$ cat config.mk
export PLATFORM = sky130hd
export DESIGN_NAME = dpe_rr_mux_flat
export DESIGN_NICKNAME = d
export VERILOG_FILES = /design/src/rtl/dpe_rr_mux_if.sv /design/src/rtl/dpe_rr_mux.sv /design/src/flat_wrapper.sv
export SDC_FILE = /design/constraint.sdc
export NUM_CORES = 1
export LEC_CHECK = 0
export CAP_MARGIN = 5
export CORE_AREA = 4 4 186 188
export DETAILED_ROUTE_END_ITERATION = 7
export DIE_AREA = 0 0 190 192
export GPL_TIMING_DRIVEN = 1
export HOLD_SLACK_MARGIN = 0.06
export SETUP_SLACK_MARGIN = 0.4
export SLEW_MARGIN = 10
export SYNTH_ARGS = -nofsm -noshare
export SYNTH_HDL_FRONTEND = slang
export SYNTH_SLANG_ARGS = --single-unit
$ cat constraint.sdc
create_clock -name clk -period 4.8 [get_ports clk]
set_input_delay 1.44 -clock clk [delete_from_list [all_inputs] [get_ports clk]]
set_output_delay 1.44 -clock clk [all_outputs]
set_load 0.1 [all_outputs]
$ cat src/rtl/dpe_rr_mux_if.sv
// Stream bundle for dpe_rr_mux: N_CH ingress channels in, one channel-tagged DPE stream out.
// slave is the mux view; master is the environment (ingress sources plus downstream sink).
interface dpe_rr_mux_if #(
    parameter int N_CH   = 5,
    parameter int DATA_W = 64,
    parameter int USER_W = 4,
    parameter int CH_W   = (N_CH > 1) ? $clog2(N_CH) : 1
);
    logic [N_CH*DATA_W-1:0]   s_tdata;
    logic [N_CH*DATA_W/8-1:0] s_tkeep;
    logic [N_CH*USER_W-1:0]   s_tuser;
    logic [N_CH-1:0]          s_tlast;
    logic [N_CH-1:0]          s_tvalid;
    logic [N_CH-1:0]          s_tready;

    logic [DATA_W-1:0]        m_tdata;
    logic [DATA_W/8-1:0]      m_tkeep;
    logic [USER_W-1:0]        m_tuser;
    logic [CH_W-1:0]          m_tid;
    logic                     m_tlast;
    logic                     m_tvalid;
    logic                     m_tready;

    modport slave (
        input  s_tdata, s_tkeep, s_tuser, s_tlast, s_tvalid,
        output s_tready,
        output m_tdata, m_tkeep, m_tuser, m_tid, m_tlast, m_tvalid,
        input  m_tready
    );

    modport master (
        output s_tdata, s_tkeep, s_tuser, s_tlast, s_tvalid,
        input  s_tready,
        input  m_tdata, m_tkeep, m_tuser, m_tid, m_tlast, m_tvalid,
        output m_tready
    );
endinterface

$ cat src/rtl/dpe_rr_mux.sv
// Packet-atomic round-robin AXI-Stream mux: bursts of up to BURST whole packets per grant,
// registered output slice tagged with the source channel, pause drains at packet boundaries.
module dpe_rr_mux #(
    parameter int N_CH   = 5,
    parameter int DATA_W = 64,
    parameter int USER_W = 4,
    parameter int BURST  = 1
) (
    input  logic        clk,
    input  logic        rst,
    input  logic        pause,
    output logic        is_idle,
    dpe_rr_mux_if.slave bus
);
    localparam int CH_W   = (N_CH > 1) ? $clog2(N_CH) : 1;
    localparam int KEEP_W = DATA_W / 8;

    typedef enum logic {StArb, StXfer} state_e;

    state_e            r_state;
    logic [CH_W-1:0]   r_grant;
    logic [CH_W-1:0]   r_rr_ptr;
    logic [7:0]        r_pkt_cnt;

    logic              r_m_tvalid;
    logic              r_m_tlast;
    logic [DATA_W-1:0] r_m_tdata;
    logic [KEEP_W-1:0] r_m_tkeep;
    logic [USER_W-1:0] r_m_tuser;
    logic [CH_W-1:0]   r_m_tid;
    logic              r_is_idle;

    logic [CH_W-1:0]   w_sel;
    logic [CH_W-1:0]   w_ptr_next;
    logic [N_CH-1:0]   w_s_tready;
    logic              w_any;
    logic              w_slice_free;
    logic              w_accept;
    logic              w_last;
    logic              w_burst_more;
    logic              w_tvalid_next;
    logic [DATA_W-1:0] w_tdata;
    logic [KEEP_W-1:0] w_tkeep;
    logic [USER_W-1:0] w_tuser;

    // Descending scan so the lowest offset from r_rr_ptr is the last (winning) assignment.
    always_comb begin
        w_sel = r_rr_ptr;
        for (int i = N_CH - 1; i >= 0; i--) begin
            if (bus.s_tvalid[(int'(r_rr_ptr) + i) % N_CH]) begin
                w_sel = CH_W'((int'(r_rr_ptr) + i) % N_CH);
            end
        end
    end

    assign w_any         = |bus.s_tvalid;
    assign w_slice_free  = !r_m_tvalid || bus.m_tready;
    assign w_accept      = (r_state == StXfer) && bus.s_tvalid[r_grant] && w_slice_free;
    assign w_last        = bus.s_tlast[r_grant];
    assign w_burst_more  = (({1'b0, r_pkt_cnt} + 9'd1) < 9'(BURST)) && !pause
                           && bus.s_tvalid[r_grant];
    assign w_ptr_next    = (r_grant == CH_W'(N_CH - 1)) ? '0 : r_grant + CH_W'(1);
    assign w_tvalid_next = w_accept || (r_m_tvalid && !bus.m_tready);

    assign w_tdata = bus.s_tdata[int'(r_grant) * DATA_W +: DATA_W];
    assign w_tkeep = bus.s_tkeep[int'(r_grant) * KEEP_W +: KEEP_W];
    assign w_tuser = bus.s_tuser[int'(r_grant) * USER_W +: USER_W];

    always_comb begin
        w_s_tready = '0;
        if (r_state == StXfer) begin
            w_s_tready[r_grant] = w_slice_free;
        end
    end

    always_ff @(posedge clk or posedge rst) begin
        if (rst) begin
            r_state    <= StArb;
            r_grant    <= '0;
            r_rr_ptr   <= '0;
            r_pkt_cnt  <= '0;
            r_m_tvalid <= 1'b0;
            r_m_tlast  <= 1'b0;
            r_m_tdata  <= '0;
            r_m_tkeep  <= '0;
            r_m_tuser  <= '0;
            r_m_tid    <= '0;
            r_is_idle  <= 1'b0;
        end else begin
            unique case (r_state)
                StArb: begin
                    if (!pause && w_any) begin
                        r_grant   <= w_sel;
                        r_pkt_cnt <= '0;
                        r_state   <= StXfer;
                    end
                end
                StXfer: begin
                    // Grant only moves at a tlast, so packets are never interleaved.
                    if (w_accept && w_last) begin
                        r_pkt_cnt <= r_pkt_cnt + 8'd1;
                        if (!w_burst_more) begin
                            r_state  <= StArb;
                            r_rr_ptr <= w_ptr_next;
                        end
                    end
                end
                default: r_state <= StArb;
            endcase

            if (w_accept) begin
                r_m_tvalid <= 1'b1;
                r_m_tlast  <= w_last;
                r_m_tdata  <= w_tdata;
                r_m_tkeep  <= w_tkeep;
                r_m_tuser  <= w_tuser;
                r_m_tid    <= r_grant;
            end else if (bus.m_tready) begin
                r_m_tvalid <= 1'b0;
            end

            r_is_idle <= pause && (r_state == StArb) && !w_tvalid_next;
        end
    end

    assign bus.s_tready = w_s_tready;
    assign bus.m_tvalid = r_m_tvalid;
    assign bus.m_tlast  = r_m_tlast;
    assign bus.m_tdata  = r_m_tdata;
    assign bus.m_tkeep  = r_m_tkeep;
    assign bus.m_tuser  = r_m_tuser;
    assign bus.m_tid    = r_m_tid;
    assign is_idle      = r_is_idle;
endmodule
$ cat src/flat_wrapper.sv
// flat-port wrapper written by rule: the top's interface ports become plain ports
module dpe_rr_mux_flat 
#(
    parameter int N_CH   = 5,
    parameter int DATA_W = 64,
    parameter int USER_W = 4,
    parameter int BURST  = 1
)
  (clk, rst, pause, is_idle, bus_s_tdata, bus_s_tkeep, bus_s_tuser, bus_s_tlast, bus_s_tvalid, bus_s_tready, bus_m_tdata, bus_m_tkeep, bus_m_tuser, bus_m_tid, bus_m_tlast, bus_m_tvalid, bus_m_tready);
  dpe_rr_mux_if #(.N_CH(N_CH), .DATA_W(DATA_W), .USER_W(USER_W)) bus_i ();
  input  logic clk;
  input  logic rst;
  input  logic pause;
  output logic is_idle;
  input wire logic [$bits(bus_i.s_tdata)-1:0] bus_s_tdata;
  input wire logic [$bits(bus_i.s_tkeep)-1:0] bus_s_tkeep;
  input wire logic [$bits(bus_i.s_tuser)-1:0] bus_s_tuser;
  input wire logic [$bits(bus_i.s_tlast)-1:0] bus_s_tlast;
  input wire logic [$bits(bus_i.s_tvalid)-1:0] bus_s_tvalid;
  output wire logic [$bits(bus_i.s_tready)-1:0] bus_s_tready;
  output wire logic [$bits(bus_i.m_tdata)-1:0] bus_m_tdata;
  output wire logic [$bits(bus_i.m_tkeep)-1:0] bus_m_tkeep;
  output wire logic [$bits(bus_i.m_tuser)-1:0] bus_m_tuser;
  output wire logic [$bits(bus_i.m_tid)-1:0] bus_m_tid;
  output wire logic [$bits(bus_i.m_tlast)-1:0] bus_m_tlast;
  output wire logic [$bits(bus_i.m_tvalid)-1:0] bus_m_tvalid;
  input wire logic [$bits(bus_i.m_tready)-1:0] bus_m_tready;
  assign bus_i.s_tdata = bus_s_tdata;
  assign bus_i.s_tkeep = bus_s_tkeep;
  assign bus_i.s_tuser = bus_s_tuser;
  assign bus_i.s_tlast = bus_s_tlast;
  assign bus_i.s_tvalid = bus_s_tvalid;
  assign bus_s_tready = bus_i.s_tready;
  assign bus_m_tdata = bus_i.m_tdata;
  assign bus_m_tkeep = bus_i.m_tkeep;
  assign bus_m_tuser = bus_i.m_tuser;
  assign bus_m_tid = bus_i.m_tid;
  assign bus_m_tlast = bus_i.m_tlast;
  assign bus_m_tvalid = bus_i.m_tvalid;
  assign bus_i.m_tready = bus_m_tready;
  dpe_rr_mux #(.N_CH(N_CH), .DATA_W(DATA_W), .USER_W(USER_W), .BURST(BURST)) u_core (.clk(clk), .rst(rst), .pause(pause), .is_idle(is_idle), .bus(bus_i));
endmodule
==> results.md, run 1 <==
* Status: finished, final reports clean
* H-tree levels at 3
* Worst R2R Path Depth at 14
* Critical Path RT at 3.36 ns
* Number of flops mapped to enable cells by yosys at 0
* Vias/cell at 4.96
* Worst Hold Path EP: u_core.bus.m_tdata[52]$_DFFE_PP0P_
* CTS root buf: clkbuf_16
* Clock Latency Late Sink at 0.35 ns
* Setup Skew at 0.0111 ns
* GP Congestion at 0.861
* Vias post-DR at 8,845
* Largest net degree at the start of global routing at 160
* Hold Vio Cnt, Final at 0
* Distinct cells, synth at 72
* Slew Viols, Final at 0
* I/O Buffers at 480
* RSZ-0062 raised after global routing: no
* Synth Instances at 887
* Non-filler cells, final at 1,784
* Highest Clock Rate at around 240 MHz
* Routed Antenna Nets at 0
* Core area at between 30,000 and 40,000 um^2
* First-pass GRT wire length at 56,500 um
* Nets at 1,742
* Placed cell count at 1,764
* Row count at 67
* Cts-stage hold buffer count at 0
* Reg2reg setup slack at 0.93 ns
* Grt total ovfl at 0
* CTS tree: done
* Worst Max-Slew Pin Slew at 1.11 ns
* Synth Cell Area at 7760 um^2
* Area growth, synth to finish at 72.7%
* Max_cap viols at 0
* Vias in the first global route at 8,710
* Worst slack at placement at roughly 0.37 ns
* Worst Min Path Start: u_core.bus.m_tdata[52]$_DFFE_PP0P_
* Worst hold stages at 2
* Data arrival, critical path at approximately 2.8 ns
* Initial antenna violation count at 5
* Main synth FF type: dfrtp_1
* Die ar. at 36,500 um^2
* CP max FO at 5
* Setup tns final at 0 ns
* Post-synthesis sequential area ratio at 0.313
* Synth warnings at 0
* Avg Cell Area, Syn at just under 9 um^2
* Pwr Density at 713 nW/um^2
* Min Tclk post-route at 4.25 ns
* #FFs+latches synth at 97
* Initial Util at 0.234
* Die Height at 192 um
* Leakage at 5.22 nW
* Final setup violation count at 0
* FF-to-FF End: u_core.r_grant[2]$_DFFE_PP0P_
* I/O pin cnt at 481
* CP startpoint kind: primary input
* HP Class: flop to flop
* Fraction of registers with async set/reset at 1.00
* Slew headroom at 0.258
* Worst VDD drop at 500 uV
* Setup CP Type: primary input to output pin
* Die width at ~190 um
* Period utilization at 0.886
* Final HPWL DP at approximately 31,000 um
* Num CTS Buffers at 9
* Commonest non-fill, non-tap cell in the layout: clkdlybuf4s50_1
* Num Clock Sinks at 97
* First-pass detailed-route iteration total at 5
* WL/cell at 22.2 um
* Commonest cells after routing, fill and taps aside: clkdlybuf4s50_1, nand2_1, o21ai_0
* Final WL at 39,600 um
* DRC violations left at 0
* Share of cells above drive strength 1 at 0.0781
* Setup Buffers After CTS at 0
* Reg2reg start: u_core.r_rr_ptr[1]$_DFFE_PP0P_
* CTS Buffer Depth at 2
* Syn nets at 1,302
* Worst-path clk slew at roughly 0.070 ns
* Number of fillers in the final layout at 3,332
* Initial drt markers at 552
* Crit. End Element: output pin
* Total GRT Usage at 0.203
* Final worst setup slack at ~0.55 ns
routing by layer:
layer	GRT usage	share of wire
met5	0	0.00018
met4	0.0465	0.013
met3	0.0387	0.062
met2	0.349	0.50
met1	0.264	0.42
state kept, by name, summed over array words and instances (netlist names):
register,flops
u_core.bus.m_tvalid,1
u_core.r_rr_ptr,3
u_core.bus.m_tdata,64
u_core.bus.m_tuser,4
u_core.bus.m_tlast,1
u_core.r_grant,3
u_core.bus.m_tid,3
u_core.bus.m_tkeep,8
u_core.r_state,1
u_core.is_idle,1
u_core.r_pkt_cnt,8
cell families (layout without fill, tap and decap cells):
kind of cell / count (synthesis) / in the layout / share of synthesized area
and+or+nand+nor: 265 / 265 / 0.151
buffers and inverters: 84 / 529 / 0.0448
DFF: 97 / 97 / 0.313
other: 0 / 4 / 0
AOI/OAI and AO/OA: 301 / 301 / 0.254
xor gates and xnor gates: 9 / 9 / 0.0121
adders and majority gates: 22 / 22 / 0.0352
muxes: 109 / 109 / 0.190
layout make-up:
class                      count  area [um^2]  area share
antenna                        4         10.0    0.000747
clock buffer                  11          243      0.0181
clock inverter                 5         45.0     0.00336
inverter                      15         58.8     0.00439
multi-input combinational    706         5030       0.376
sequential                    97         2430       0.182
tap                          448          561      0.0418
timing repair buffer         498         5010       0.374
where the power goes:
part / total [W] / switching [W] / internal, W
sequential: 0.00148 / 0.000310 / 0.00117
combinational: 0.00734 / 0.00495 / 0.00240
clock: 0.000735 / 0.000358 / 0.000377
total: 0.00956 / 0.00562 / 0.00394
critical path, stage by stage:
cell and delay, ns:
clkdlybuf4s50_1 0.44, nand2b_1 0.22, nand2_2 0.18, nor3_2 0.31, buf_12 0.21
worst max-delay path by stage:
stage / start / end / slack [ns] / cells after the start
finish: bus_m_tready / bus_s_tready[2] / 0.55 / 5
global route: bus_m_tready / bus_s_tready[2] / 0.45 / 5
CTS: bus_m_tready / bus_s_tready[1] / 0.38 / 5
detailed placement: bus_m_tready / bus_s_tready[2] / 0.37 / 5
global placement: bus_m_tready / bus_s_tready[2] / 0.39 / 5
floorplan: bus_m_tready / bus_s_tready[2] / -0.44 / 3
Yosys cell counts (11+ instances only):
cell,count,area (um^2)
nand2_1,157,589
o21ai_0,144,721
dfrtp_1,97,2430
mux2i_1,72,721
clkbuf_1,43,161
a221oi_1,38,333
nor2_1,33,124
mux4_2,30,676
a21oi_1,28,140
a22oi_1,28,210
ha_1,21,263
nand3_1,16,80.1
nor3_1,12,60.1
buf_2,11,55.1
inv_1,11,41.3
nor2b_1,11,68.8
stage by stage:
step                utilization  area [um^2]  power, W  hold WS [ns]
detailed placement        0.395        13100   0.00885         0.469
global route              0.405        13400    0.0102         0.498
finish                    0.405        13400   0.00956         0.477
global placement          0.395        13100   0.00877         0.460
CTS                       0.404        13400   0.00962         0.484
floorplan                     -         7760   0.00673         0.506
what timing repair did:
item                                   CTS  global route
endpoints found under the hold margin    0             0
setup endpoints to repair                2             3
pin swaps                                0             0
gates resized for setup                  2             2
(Power assumes the default switching activity.)
==> run 2: changes to the inputs <==
Clock period 4.8 ns to 4.49 ns, I/O delays scaled along.
==> results.md, run 2 (same netlist as run 1, synthesis figures left out) <==
* Stages on the worst setup path at 5
* Largest register FFs at 64
* Worst Hold Path EP: u_core.bus.m_tdata[60]$_DFFE_PP0P_
* I/O pin cnt at 481
* Area growth, synth to finish at 73.2%
* Die ar. at approximately 36,000 um^2
* Leakage at 5.24 nW
* Final HPWL DP at around 32,000 um
* Final setup violation count at 0
* Data arrival, critical path at ~2.7 ns
* Core area at 33,100 um^2
* Setup CP Type: primary input to output pin
* CP startpoint kind: primary input
* Critical Path RT at 3.14 ns
* First-pass GRT wire length at between 50,000 and 60,000 um
* Reg2reg setup slack at 0.83 ns
* Worst hold stages at 2
* CP max FO at 5
* Worst Max-Slew Pin Slew at 1.26 ns
* First-pass detailed-route iteration total at 5
* Largest net degree at the start of global routing at 160
* HP Class: flop to flop
* Clock Latency Late Sink at 0.37 ns
* CTS tree: done
* Critical path's top delay family: buffers and inverters
* Combinational share of power at 0.771
* Sw Share at 0.588
* Setup tns final at 0 ns
* Internal power at 0.00422 W
* GP Congestion at slightly below 0.9
* Crit-path slowest cell: clkdlybuf4s50_1
* Routed Antenna Nets at 0
* Setup Skew at 0.00892 ns
* Initial drt markers at 537
* Num Clock Sinks at between 90 and 100
* Critical Path, Cell by Cell: clkdlybuf4s50_1 > nand2b_2 > nand2_4 > nor3_4 > buf_12
* Period utilization at 0.893
* Clk pwr share at 0.075
* Worst Min Path Start: u_core.bus.m_tdata[60]$_DFFE_PP0P_
* Worst slack at placement at between 0.2 and 0.3 ns
* Setup Buffers After CTS at 0
* Vias post-DR at ~8,800
* Pwr Density at approximately 760 nW/um^2
* Row count at 67
* Die width at 190 um
* Cts-stage hold buffer count at 0
* I/O Buffers at 480
* Status: finished, final reports clean
* Vias/cell at 4.95
* Share of cells above drive strength 1 at 0.0809
* Die Height at ~190 um
* Worst VDD drop at 482 uV
* Final worst setup slack at ~0.48 ns
* Final WL at approximately 40,000 um
* Grt total ovfl at 0
* Reg2reg start: u_core.r_rr_ptr[2]$_DFFE_PP0P_
* Slew Viols, Final at 0
* Worst path bufs/invs at 2
* Nets at 1,746
* Hold Vio Cnt, Final at 0
* Commonest non-fill, non-tap cell in the layout: clkdlybuf4s50_1
* FF-to-FF End: u_core.r_grant[1]$_DFFE_PP0P_
* DRC violations left at 0
* H-tree levels at 3
* Worst R2R Path Depth at 12
* Initial Util at 0.234
* Commonest cells after routing, fill and taps aside: clkdlybuf4s50_1, nand2_1, o21ai_0
* Vias in the first global route at 8,867
* CTS Buffer Depth at 2
* CTS root buf: clkbuf_16
* Max_cap viols at 0
* Worst-path clk slew at 0.08 ns
* Slew headroom at 0.157
* Initial antenna violation count at 6
* Num CTS Buffers at 9
* Crit. End Element: output pin
* Sequential share of power at 0.154
* Min Tclk post-route at between 4 and 5 ns
* NetSw at about 0.0060 W
* RSZ-0062 raised after global routing: no
* WL/cell at 22.7 um
* Highest Clock Rate at 249 MHz
* Total GRT Usage at 0.208
* CP max stage delay at 0.50 ns
==> run 2: layout make-up <==
type                       instances  area (um^2)
tap                              448          561
sequential                        97         2430
antenna                            4         10.0
multi-input combinational        706         5050
fill                            3333        19700
clock buffer                      11          243
clock inverter                     4         28.8
inverter                          15         58.8
timing repair buffer             502         5040
==> run 2: repair_timing <==
item	in CTS	in global routing
gates resized for setup	6	0
endpoints found under the hold margin	0	0
endpoints found under the setup margin	4	0
==> run 2: power by group through the flow <==
stage / clock [W] / combinational [W] / sequential (W)
finish: 0.000773 / 0.00790 / 0.00157
global route: 0.000830 / 0.00844 / 0.00164
CTS: 0.000808 / 0.00793 / 0.00158
detailed placement: 0 / 0.00789 / 0.00159
global placement: 0 / 0.00784 / 0.00158
floorplan: 0 / 0.00350 / 0.00370
==> run 2: per-stage QoR <==
step	util	cell area [um^2]	power (W)	instances	hold WS [ns]
CTS	0.405	13400	0.0103	1783	0.485
detailed placement	0.396	13100	0.00948	1768	0.469
global placement	0.396	13100	0.00941	1768	0.462
global route	0.406	13400	0.0109	1787	0.503
floorplan	-	7770	0.00720	887	0.506
finish	0.406	13400	0.0102	1787	0.479
==> run 2: metal layers <==
metal,vias up,global-route usage,part of all wire
li1,4208,-,-
met1,4295,0.252,0.40
met2,304,0.368,0.52
met3,38,0.0445,0.064
met4,2,0.0662,0.020
met5,-,0,0.00017
==> run 2: tightest hold or removal path, stage by stage (launching register included) <==
cell     delay (ns)
dfrtp_1        0.34
nand2_1        0.04
o21ai_0        0.06
==> run 2: worst max-delay path by stage <==
stage,startpoint,end
3_5_place_dp,bus_m_tready,bus_s_tready[2]
6_report,bus_m_tready,bus_s_tready[2]
5_1_grt,bus_m_tready,bus_s_tready[3]
4_1_cts,bus_m_tready,bus_s_tready[3]
3_3_place_gp,bus_m_tready,bus_s_tready[3]
2_1_floorplan,bus_m_tready,bus_s_tready[2]
==> run 3: changes to the inputs <==
Settings changed: CELL_PAD_IN_SITES_DETAIL_PLACEMENT set to 1, CELL_PAD_IN_SITES_GLOBAL_PLACEMENT set to 1, CORE_AREA 4 4 186 188 to 4 4 183 185, DIE_AREA 0 0 190 192 to 0 0 187 189, PLACE_DENSITY_LB_ADDON set to 0.1, SETUP_SLACK_MARGIN 0.4 to 0.15.
==> results.md, run 3 (same netlist as run 1, synthesis figures left out) <==
* Status: finished, final reports clean
* Data arrival, critical path at between 2 and 3 ns
* Die ar. at between 30,000 and 40,000 um^2
* Final worst setup slack at 0.236 ns
* Setup CP Type: primary input to output pin
* Worst R2R Path Depth at 13
* Largest net degree at the start of global routing at 160
* Total power at approximately 0.010 W
* Post-Layout Inst Area at 13,300 um^2
* Slew Viols, Final at 0
* Clock Latency Late Sink at 0.35 ns
* Cts-stage hold buffer count at 0
* Worst Hold Path EP: u_core.bus.m_tdata[6]$_DFFE_PP0P_
* I/O pin cnt at 481
* Worst Max-Slew Pin Slew at about 1.1 ns
* Worst hold stages at 2
* Die width at 187 um
* Grt total ovfl at 0
* Critical Path, Cell by Cell: clkdlybuf4s50_1 > nand2b_1 > nand2_1 > nor3_1 > buf_12
* Worst path bufs/invs at 2
* CTS tree: done
* Vias in the first global route at ~9,000
* Worst VDD drop at between 400 and 500 uV
* Clk pwr share at 0.074
* Nets at 1,747
* Initial Util at 0.242
* Max_cap viols at 0
* Commonest non-fill, non-tap cell in the layout: clkdlybuf4s50_1
* HP Class: flop to flop
* Total GRT Usage at 0.231
* Dpl cell area at 13,000 um^2
* FF-to-FF End: u_core.r_grant[0]$_DFFE_PP0P_
* Area growth, synth to finish at 72.1%
* Routed Antenna Nets at 0
* Initial drt markers at about 470
* Critical Path RT at 3.14 ns
* I/O Buffers at 480
* First-pass detailed-route iteration total at 4
* Final WL at 42,500 um
* GP Congestion at roughly 0.86
* Pwr Density at 774 nW/um^2
* Num Clock Sinks at 97
* Crit-path slowest cell: clkdlybuf4s50_1
* Sequential share of power at 0.153
* Setup Skew at roughly 0.010 ns
* Vias post-DR at 8,876
* CP max FO at 5
* Fin util at 0.417
* Internal power at 0.00422 W
* Number of fillers in the final layout at 3,676
* Period utilization at 0.947
* Worst-path clk slew at 0.07 ns
* Setup Buffers After CTS at 0
* Final setup violation count at 0
* Leakage at 5.23 nW
* Setup tns final at 0 ns
* Core area at 32,000 um^2
* Highest Clock Rate at 235 MHz
* Final HPWL DP at 34,100 um
* RSZ-0062 raised after global routing: no
* First-pass GRT wire length at 62,400 um
* Die Height at 189 um
* Worst slack at placement at 0.221 ns
* Sw Share at 0.592
* Worst Min Path Start: u_core.bus.m_tdata[6]$_DFFE_PP0P_
* Num CTS Buffers at 9
* DRC violations left at 0
* NetSw at 0.00611 W
* Largest register FFs at 64
* Combinational share of power at 0.773
* Critical path's top delay family: simple AND/OR/NAND/NOR gates
* Reg2reg start: u_core.r_rr_ptr[0]$_DFFE_PP0P_
* CP startpoint kind: primary input
* Vias/cell at just over 5
* Share of cells above drive strength 1 at 0.0785
* Reg2reg setup slack at 0.80 ns
* Initial antenna violation count at 9
* WL/cell at 24.3 um
* CP max stage delay at ~0.44 ns
* Min Tclk post-route at approximately 4.3 ns
* Hold Vio Cnt, Final at 0
* Crit. End Element: output pin
* Row count at 66
* CTS root buf: clkbuf_16
* Slew headroom at 0.249
* H-tree levels at 3
* CTS Buffer Depth at 2
* Commonest cells after routing, fill and taps aside: clkdlybuf4s50_1, nand2_1, o21ai_0
* PostCTS Resize Cnt at 0
run 3: changes by cell type in the layout (fill, tap and decap cells not counted), moves of 2 or more:
cell and change:
nor3_1 +3, buf_4 +3, nor3_4 -3, diode_2 +2
run 3: per-stage QoR:
stage	cells	hold slack, ns
finish	1751	0.482
global route	1749	0.498
detailed placement	1729	0.469
CTS	1745	0.487
global placement	1729	0.461
floorplan	887	0.506
run 3: routing by layer:
metal | GRT usage | vias up | routed length [um]
met2 | 0.403 | 261 | 21500
li1 | - | 4217 | -
met5 | 0 | - | 34
met1 | 0.292 | 4369 | 17700
met3 | 0.0625 | 23 | 2890
met4 | 0.0378 | 6 | 314
run 3: layout make-up:
type / instances / area, um^2 / area share
inverter: 15 / 58.8 / 0.00441
tap: 408 / 510 / 0.0383
clock buffer: 10 / 229 / 0.0172
sequential: 97 / 2430 / 0.182
clock inverter: 6 / 48.8 / 0.00366
antenna: 6 / 15.0 / 0.00113
timing repair buffer: 503 / 5040 / 0.377
multi-input combinational: 706 / 5010 / 0.376
run 3: worst max-delay path by stage:
stage / start / end / slack (ns) / depth (start not counted)
finish: bus_m_tready / bus_s_tready[3] / 0.24 / 5
detailed placement: bus_m_tready / bus_s_tready[3] / 0.22 / 5
global placement: bus_m_tready / bus_s_tready[3] / 0.25 / 5
global route: bus_m_tready / bus_s_tready[3] / 0.16 / 5
floorplan: bus_m_tready / bus_s_tready[2] / -0.56 / 3
CTS: bus_m_tready / bus_s_tready[3] / 0.22 / 5
run 3: power by group through the flow:
stage,sequential (W),clock [W],combinational [W]
5_1_grt,0.00164,0.000828,0.00853
4_1_cts,0.00159,0.000794,0.00806
2_1_floorplan,0.00370,0,0.00349
3_5_place_dp,0.00161,0,0.00802
6_report,0.00158,0.000762,0.00798
3_3_place_gp,0.00159,0,0.00797
run 3: worst reg2reg max path: stages, from the launching register on:
cell      delay, ns
dfrtp_1        0.35
clkinv_1       0.34
ha_1           0.54
inv_1          0.23
ha_1           0.18
inv_1          0.04
ha_1           0.27
nand2b_1       0.18
o211a_4        0.29
a221oi_2       0.33
nand2_2        0.13
o221a_1        0.28
and3_1         0.18
a221oi_2       0.25
